<file path="config.mk">
export PLATFORM = sky130hd
export DESIGN_NAME = disparo_control
export DESIGN_NICKNAME = d
export VERILOG_FILES = /design/src/rtl/disparo_control.sv
export SDC_FILE = /design/constraint.sdc
export NUM_CORES = 1
export LEC_CHECK = 0
export ABC_AREA = 1
export BUFFER_PORTS_ARGS = -buffer_cell sky130_fd_sc_hd__buf_2
export CAP_MARGIN = 20
export CORE_ASPECT_RATIO = 0.6
export CORE_UTILIZATION = 50
export CTS_CLUSTER_SIZE = 12
export DETAILED_ROUTE_END_ITERATION = 6
export GPL_TIMING_DRIVEN = 0
export MAX_ROUTING_LAYER = met4
export PLACE_DENSITY = 0.8
export SLEW_MARGIN = 5
export SYNTH_ARGS = -nofsm -noshare
export SYNTH_HDL_FRONTEND = slang
export SYNTH_SLANG_ARGS = --single-unit
</file>
<file path="constraint.sdc">
create_clock -name clk -period 3.6 [get_ports clk]
set_input_delay 0.18 -clock clk [delete_from_list [all_inputs] [get_ports clk]]
set_output_delay 0.18 -clock clk [all_outputs]
set_load 0.01 [all_outputs]
</file>
<file path="src/rtl/disparo_control.sv">
// Attack-phase controller: latches the opponent's placement board, steers the
// cursor, resolves each shot as agua/tocado/hundido and maintains the shot map.
module disparo_control #(
    parameter int N           = 5,
    parameter int SHOTS_TOTAL = 15
) (
    input  logic                     clk,
    input  logic                     rst_n,
    input  logic                     izquierda,
    input  logic                     arriba,
    input  logic                     abajo,
    input  logic                     derecha,
    input  logic                     disparar,
    input  logic                     en_disparo,
    input  logic                     cargar,
    input  logic [N-1:0][N-1:0][3:0] matriz_enemigo,
    output logic [N-1:0][N-1:0][3:0] matriz_disparos,
    output logic [2:0]               posicion_x,
    output logic [2:0]               posicion_y,
    output logic [1:0]               resultado,
    output logic [2:0]               barco_hundido,
    output logic                     disparo_valido,
    output logic                     disparo_repetido,
    output logic                     fin_turno,
    output logic                     game_over
);

    localparam int         NUM_BARCOS   = 5;
    localparam logic [3:0] CELDA_AGUA   = 4'd6;
    localparam logic [3:0] CELDA_TOCADO = 4'd7;
    localparam logic [2:0] POS_MAX      = 3'(N - 1);

    typedef enum logic [2:0] {
        IDLE,
        APUNTAR,
        EVALUAR,
        ESPERA,
        FIN
    } estado_t;

    typedef enum logic [1:0] {
        RES_NINGUNO = 2'b00,
        RES_AGUA    = 2'b01,
        RES_TOCADO  = 2'b10,
        RES_HUNDIDO = 2'b11
    } resultado_t;

    estado_t                  estado;
    estado_t                  estado_d;
    logic [N-1:0][N-1:0][3:0] tablero;
    logic [2:0]               obj_x;
    logic [2:0]               obj_y;
    logic [2:0]               restante [1:NUM_BARCOS];
    logic [3:0]               total;

    // Strobes decoded by the FSM and consumed by the datapath register block.
    logic       carga;
    logic       mover;
    logic       fijar_objetivo;
    logic       repetido;
    logic       evaluar;

    logic [3:0] valor;
    logic [2:0] id_barco;
    logic       es_tocado;
    logic       ultimo_del_barco;
    logic       ultimo_total;

    // Saturating one-step move; opposing pulses in the same cycle cancel.
    function automatic logic [2:0] paso(input logic [2:0] p, input logic inc, input logic dec);
        if (inc && !dec && (p != POS_MAX)) return p + 3'd1;
        if (dec && !inc && (p != 3'd0))    return p - 3'd1;
        return p;
    endfunction

    assign valor            = tablero[obj_y][obj_x];
    assign id_barco         = valor[2:0];
    assign es_tocado        = (valor != 4'd0) && (valor <= 4'(NUM_BARCOS));
    assign ultimo_del_barco = es_tocado && (restante[id_barco] == 3'd1);
    assign ultimo_total     = (total == 4'd1);
    assign game_over        = (estado == FIN);

    // NOTE: sequential state is written with non-blocking assignments only, so
    // every register samples the pre-edge values regardless of statement order.
    always_ff @(posedge clk or negedge rst_n) begin
        if (!rst_n) estado <= IDLE;
        else        estado <= estado_d;
    end

    // NOTE: every signal driven here gets a default first; a path that skipped
    // one would turn it into a latch.
    always_comb begin
        estado_d       = estado;
        carga          = 1'b0;
        mover          = 1'b0;
        fijar_objetivo = 1'b0;
        repetido       = 1'b0;
        evaluar        = 1'b0;

        if (cargar) begin
            carga    = 1'b1;
            estado_d = APUNTAR;
        end else begin
            case (estado)
                IDLE: ;
                APUNTAR: begin
                    if (en_disparo) begin
                        if (disparar) begin
                            if (matriz_disparos[posicion_y][posicion_x] != 4'd0) begin
                                repetido = 1'b1;
                            end else begin
                                fijar_objetivo = 1'b1;
                                estado_d       = EVALUAR;
                            end
                        end else begin
                            mover = 1'b1;
                        end
                    end
                end
                EVALUAR: begin
                    evaluar = 1'b1;
                    if (!es_tocado)        estado_d = ESPERA;
                    else if (ultimo_total) estado_d = FIN;
                    else                   estado_d = APUNTAR;
                end
                ESPERA: begin
                    if (!en_disparo) estado_d = APUNTAR;
                end
                FIN: ;
                default: estado_d = IDLE;
            endcase
        end
    end

    // NOTE: the latched board, shot map and ship counters are reset explicitly
    // so a reset mid-game can never leak stale marks onto the display.
    always_ff @(posedge clk or negedge rst_n) begin
        if (!rst_n) begin
            tablero          <= '0;
            matriz_disparos  <= '0;
            posicion_x       <= POS_MAX;
            posicion_y       <= POS_MAX;
            obj_x            <= '0;
            obj_y            <= '0;
            resultado        <= RES_NINGUNO;
            barco_hundido    <= 3'd0;
            disparo_valido   <= 1'b0;
            disparo_repetido <= 1'b0;
            fin_turno        <= 1'b0;
            total            <= 4'd0;
            for (int id = 1; id <= NUM_BARCOS; id++) restante[id] <= 3'd0;
        end else begin
            disparo_valido   <= 1'b0;
            disparo_repetido <= 1'b0;
            fin_turno        <= 1'b0;

            if (carga) begin
                tablero         <= matriz_enemigo;
                matriz_disparos <= '0;
                posicion_x      <= POS_MAX;
                posicion_y      <= POS_MAX;
                resultado       <= RES_NINGUNO;
                barco_hundido   <= 3'd0;
                total           <= 4'(SHOTS_TOTAL);
                for (int id = 1; id <= NUM_BARCOS; id++) restante[id] <= 3'(id);
            end else begin
                if (mover) begin
                    posicion_x <= paso(posicion_x, izquierda, derecha);
                    posicion_y <= paso(posicion_y, arriba, abajo);
                end

                if (repetido) disparo_repetido <= 1'b1;

                if (fijar_objetivo) begin
                    obj_x <= posicion_x;
                    obj_y <= posicion_y;
                end

                if (evaluar) begin
                    disparo_valido <= 1'b1;
                    if (es_tocado) begin
                        matriz_disparos[obj_y][obj_x] <= CELDA_TOCADO;
                        if (restante[id_barco] != 3'd0) restante[id_barco] <= restante[id_barco] - 3'd1;
                        if (total != 4'd0)              total <= total - 4'd1;
                        if (ultimo_del_barco) begin
                            resultado     <= RES_HUNDIDO;
                            barco_hundido <= id_barco;
                        end else begin
                            resultado <= RES_TOCADO;
                        end
                    end else begin
                        // Values 0 and 6..15 on the board are all water.
                        matriz_disparos[obj_y][obj_x] <= CELDA_AGUA;
                        resultado                     <= RES_AGUA;
                        fin_turno                     <= 1'b1;
                    end
                end
            end
        end
    end

endmodule

</file>
# Yosys cells after proc, flatten, opt, wreduce, memory -nomap -nowiden
# Index checks and enable logic that the tools add are counted.
[op_classes] bitwise=8 addsub=6 muxes=95 n_lt_le_gt_ge=9 n_eq_ne=13 n_reduce_logical=40
[op_table] cell="100-bit two-way mux" count=3
[op_table] cell="20-bit binary-select mux with 3-bit select" count=2
[op_table] cell="3-bit two-way mux" count=26
[op_table] cell="75-bit OR" count=1
[op_table] cell="20-bit demux with 3-bit select" count=1
[op_table] cell="15-bit two-way mux" count=4
[op_table] cell="20-bit two-way mux" count=3
[op_table] cell="50-bit bitwise AND" count=1
[op_table] cell="50-bit NOT" count=1
[op_table] cell="50-bit OR" count=1
[op_table] cell="1-bit two-way mux" count=39
[op_table] cell="4-bit two-way mux" count=7
[op_table] cell="25-bit bitwise AND" count=1
[op_table] cell="25-bit NOT" count=1
[op_table] cell="4-bit binary-select mux with 3-bit select" count=2
[op_table] cell="3-bit inequality test (second input constant)" count=6
[op_table] cell="3-bit by 4-bit less-than comparator with 1-bit output (second input constant)" count=4
[op_table] cell="15-bit bitwise mux" count=1
[op_table] cell="3-bit nonzero test" count=5
[op_table] cell="1-bit logical AND" count=13
[op_table] cell="4-bit demux with 3-bit select" count=1
[op_table] cell="3-bit case mux with 4 select lines" count=1
[op_table] cell="2-bit nonzero test" count=6
[op_table] cell="4-bit nonzero test" count=3
[op_table] cell="other kinds (23)" count=38
[word_totals] ff_bits=242 output_inout_bits=115 in_bits=109 elab_cells=237

# Longest topological paths before layout
[depth] ltp_word=14 depth_mapped=27 depth_no_buf=25

# Worst setup path after synthesis
# Ideal clock, no wire load.
[synth_timing] path_kind="flip-flop to flip-flop" startpoint="reg obj_y[0]" endpoint="reg restante[5] in the netlist's numbering" arrival_time_ns=2.775 path_slack_ns=0.708 period_less_slack_ns=2.892 setup_ns=0.117 required_ns=3.483 stages_incl_launch_ff=22 cell_sequence="dfrtp_1 > buf_4 > buf_2 > nor2_1 > nand2_1 > nand3_1 > nor2_1 > nor2_1 > nor2_1 > nand2_2 > nor2_1 > nand2_1 > inv_1 > nand2_1 > nand3_1 > a221oi_1 > ha_1 > nand4_4 > nand3_2 > nand2_1 > nand2_1 > nand2_1"
[synth_between] elab_chain_len=14 elab_cells_between_ends=26
[synth_lines] item="start, declared" line="52" source="logic [2:0] obj_y;"
[synth_lines] item="start signal, assigned" line="176" source="obj_y <= posicion_y;"
[synth_lines] item="20-bit binary-select mux with 3-bit select *" line="76" source="assign valor = tablero[obj_y][obj_x];"
[synth_lines] item="20-bit two-way mux (implied by the code) *" line="76"
[synth_lines] item="4-bit binary-select mux with 3-bit select *" line="76"
[synth_lines] item="4-bit two-way mux (implied by the code) *" line="76"
[synth_lines] item="3-bit NOT with 4-bit output (implied by the code)" line="183" source="if (restante[id_barco] != 3'd0) restante[id_barco] <= restante[id_barco] - 3'd1;"
[synth_lines] item="3-bit binary-select mux with 3-bit select, or another cell as far along" line="183"
[synth_lines] item="3-bit two-way mux (implied by the code) / 1-bit logical AND (equally long branches)" line="183"
[synth_lines] item="3-bit two-way mux (implied by the code)" line="183"
[synth_lines] item="3-bit by 1-bit subtractor with 3-bit output / 3-bit demux with 3-bit select (equally long branches)" line="183"
[synth_lines] item="15-bit bitwise mux" line="183"
[synth_lines] item="15-bit two-way mux" line="183"
[synth_lines] item="15-bit two-way mux" line="181" source="if (es_tocado) begin"
[synth_lines] item="15-bit two-way mux" line="179" source="if (evaluar) begin"
[synth_lines] item="15-bit two-way mux" line="157" source="if (carga) begin"
[synth_lines] item="end, declared" line="53" source="logic [2:0] restante [1:NUM_BARCOS];"
# Every way passes the cells marked *; elsewhere a longest branch is shown, timed or not. The select of a mux whose other input is x is not followed.
# A chain may end at the register's enable or synchronous reset.

# Worst setup path after layout
# Same ends and word-level chain as after synthesis.

==> metrics.md <==
| Metric | Value |
|---|---|
| Clk pwr share | `0.238` |
| Hold Path Class | `in2reg` |
| Initial Util | `0.518` |
| Combinational power share | `0.436` |
| P&R area growth vs syn | `30.1%` |
| Final Cycle Share | `0.983` |
| Row count | `42` |
| Boundary Pins | `224` |
| Num CTS Buffers | `24` |
| Pleak | `7.79 nW` |
| Reg-to-Reg Start | `obj_y[0]$_DFFE_PN0P_` |
| Overflow after GRT | `0` |
| Kind of critical path | `reg2reg` |
| Max_slew headroom | `0.381` |
| Worst R2R Setup Slack | `0.06 ns` |
| Drt drc | `0` |
| CP Capture Type | `register` |
| Die Ht | `120 um` |
| Internal Pwr Total | `5.52 mW` |
| Async set-reset flop share out of synthesis | `1.00` |
| Reg clk slew, reported paths | `0.06 ns` |
| Mapped Avg Cell Area | `7.76 um2` |
| Vias in the first global route | `11200` |
| Crit Path Max Fanout | `10` |
| Post-synth top area cell | `dfrtp_1` |
| I/O Buffers | `223` |
| CP arrival | `3.95 ns` |
| Synth warn | `0` |
| Pwr Density | `642 mW/mm2` |
| Synth top cells by count | `399 x nand2_1, 240 x dfrtp_1, 233 x nor2_1, 155 x nand3_1, 143 x inv_1` |
| Post-synth top flop | `dfrtp_1` |
| Multi-input gate area | `0.00482 mm2` |
| GRT Util Overall | `0.358` |
| Worst EP required | `4.01 ns` |
| Max-Cap Viols | `0` |
| Total negative slack | `0 ns` |
| Antenna violations before repair | `0` |
| Largest net degree at the start of global routing | `89` |
| Min-delay src | `disparar` |
| First-pass GRT wire length | `62.3 mm` |
| Status | `completed` |
| Final setup fails | `0` |
| Final hold vios | `0` |
| Crit start category | `register` |
| Min Tclk post-route | `3.54 ns` |
| Total Nets Final | `1989` |
| Top-area cell type share of the netlist area | `0.516` |
| Clk buf depth | `3` |
| Worst slew pin tran | `0.928 ns` |
| Switching part of the total | `0.432` |
| Max Slew Vio Count | `0` |
| Max VDD drop | `0.381 mV` |
| Die X | `199 um` |
| Vias per cell | `5.57` |
| ANT nets after route | `0` |
| Clk_skew | `0.0229 ns` |
| H-tree depth | `1` |
| GP Congestion | `0.955` |
| Dpl ws | `-0.233 ns` |
| Area contributors post-synth | `dfrtp_1 52%, nand2_1 13%, nor2_1 7.5%, nand3_1 6.7%, inv_1 4.6%` |
| Routed via count | `12200` |
| Setup WS post-layout | `0.0627 ns` |
| Finished Layout Cells | `2191` |
| Clock latency on the worst-skew pair | `0.54 ns` |
| Post-synth cell types | `40` |
| Core Box Area | `0.0224 mm2` |
| Pwr Total | `9.71 mW` |
| WL final | `41.8 mm` |
| CTS sink count | `242` |
| Fmax | `0.283 GHz` |
| Placed cells | `2032` |
| EDFF count, synth | `0` |
| Part of the power in registers | `0.326` |
| Most common cell in the netlist | `nand2_1` |
| 1st-iter DRT viols | `1432` |
| DP HPWL | `29.2 mm` |
| Switching pwr | `4.19 mW` |
| Register area share after synthesis | `0.521` |
| Root buffer selected by CTS | `clkbuf_16` |
| Netlist Area Pre-Place | `0.0116 mm2` |
| Die area | `0.0239 mm2` |
| Share of cells above drive strength 1 | `0.179` |
| FF+latch count, synth | `242` |
| Fill cells | `1841` |
| Worst setup path start | `obj_y[0]$_DFFE_PN0P_` |
| DRT Pass-1 Iters | `6` |
| WL/cell | `19.1 um` |
| CTS tree | `built` |
| Post-Syn Instances | `1499` |
| Net Count, Synth | `1620` |
| Sequential cell area | `0.00606 mm2` |
final cells by class:
cell class | instances | area share
buffer | 62 | 0.0188
tap | 308 | 0.0255
timing repair buffer | 343 | 0.154
multi-input combinational | 1040 | 0.319
sequential | 242 | 0.400
clock buffer | 38 | 0.0431
inverter | 155 | 0.0384
antenna | 1 | 0.000165
clock inverter | 2 | 0.00141
state kept, by name (all words and copies together) (netlist names):
signal / count
fin_turno: 1
obj_y: 3
posicion_x: 3
total: 4
barco_hundido: 3
tablero: 100
resultado: 2
restante: 15
posicion_y: 3
disparo_valido: 1
matriz_disparos: 100
obj_x: 3
disparo_repetido: 1
estado: 3
cells in the final DEF, fill, tap and decap left out, types with 3 or more instances in the layout:
cell type	instances
o22ai_1	7
inv_1	143
nand3_1	154
o21ai_0	92
o21ai_1	32
nand3_4	4
nand2_1	397
xor2_1	4
o21ai_2	3
clkbuf_16	24
buf_6	3
dlygate4sd3_1	103
nand4_1	11
nor3_1	38
ha_1	11
buf_1	3
nand2_2	6
nor3_2	3
buf_4	20
buf_2	227
nor2_1	224
clkinv_1	4
clkbuf_1	58
a21oi_1	13
nand3_2	8
dfrtp_1	239
nor2_2	8
inv_2	8
nor2_4	7
power by group through the flow:
stage | Combinational (mW) | Sequential, mW | Clock, mW
global placement | 3.45 | 3.19 | 0
finish | 4.24 | 3.17 | 2.31
CTS | 3.65 | 3.15 | 2.31
global route | 4.48 | 3.19 | 2.43
detailed placement | 3.52 | 3.20 | 0
floorplan | 2.31 | 3.18 | 0
stage by stage:
stage          hold slack, ns  cell area [um2]  utilization
3_3_place_gp            0.382            13100        0.585
3_5_place_dp            0.190            13200        0.588
2_1_floorplan          -0.116            11600            -
5_1_grt                0.0863            15100        0.675
4_1_cts                0.0319            14900        0.665
6_report               0.0452            15100        0.675
worst max-delay path, stage by stage, from the launching register on:
cell,delay (ns)
dfrtp_1,0.33
buf_4,0.17
inv_2,0.06
buf_6,0.16
nand2_2,0.24
o21ai_0,0.13
nor2_1,0.19
nand2_1,0.09
nand2_1,0.06
nand2_1,0.08
nor2_4,0.19
buf_4,0.15
inv_2,0.03
nor2_1,0.11
inv_1,0.08
nor2_1,0.34
a221oi_4,0.14
buf_4,0.16
ha_1,0.19
nand4_1,0.11
nand2_2,0.13
inv_1,0.10
nand2_1,0.06
nand2_1,0.07
nand2_1,0.05
layer usage:
| metal | wire length (um) | track usage | part of all wire |
|---|---|---|---|
| met5 | 0 | - | 0 |
| met4 | 1380 | 0.106 | 0.033 |
| met3 | 5910 | 0.117 | 0.14 |
| met2 | 16800 | 0.467 | 0.40 |
| met1 | 17700 | 0.522 | 0.42 |
cell families (layout without fill, tap and decap cells):
kind of cell | count (synthesis) | in the layout | synth area share
AND/OR/NAND/NOR | 868 | 868 | 0.318
flip-flops | 242 | 242 | 0.521
buffers and inverters | 217 | 600 | 0.0742
AO/OA/AOI/OAI | 154 | 154 | 0.0695
adder cells (fa/ha/maj) | 12 | 12 | 0.0129
XOR/XNOR | 4 | 4 | 0.00301
multiplexers | 2 | 2 | 0.00172
other | 0 | 1 | 0
path summary, 6_finish.rpt:
check / end / depth (start not counted)
min in group asynchronous: tablero[40]$_DFFE_PN0P_ / 2
setup / recovery: restante[5]$_DFFE_PN0P_ / 24
hold / removal: posicion_y[2]$_DFFE_PN1P_ / 4
setup reg to reg: restante[5]$_DFFE_PN0P_ / 24
hold reg to reg: tablero[77]$_DFFE_PN0P_ / 2
max in group asynchronous: posicion_x[2]$_DFFE_PN1P_ / 3
timing repair:
| action | in CTS | in global routing |
|---|---|---|
| resized for setup | 6 | 24 |
| endpoints found under the setup margin | 19 | 19 |
| hold endpoints to repair | 173 | 0 |
| pin swaps | 0 | 7 |
| buffers inserted | 0 | 15 |
| hold buffers | 103 | 0 |
Note: power is estimated with default switching activity, not from simulation.
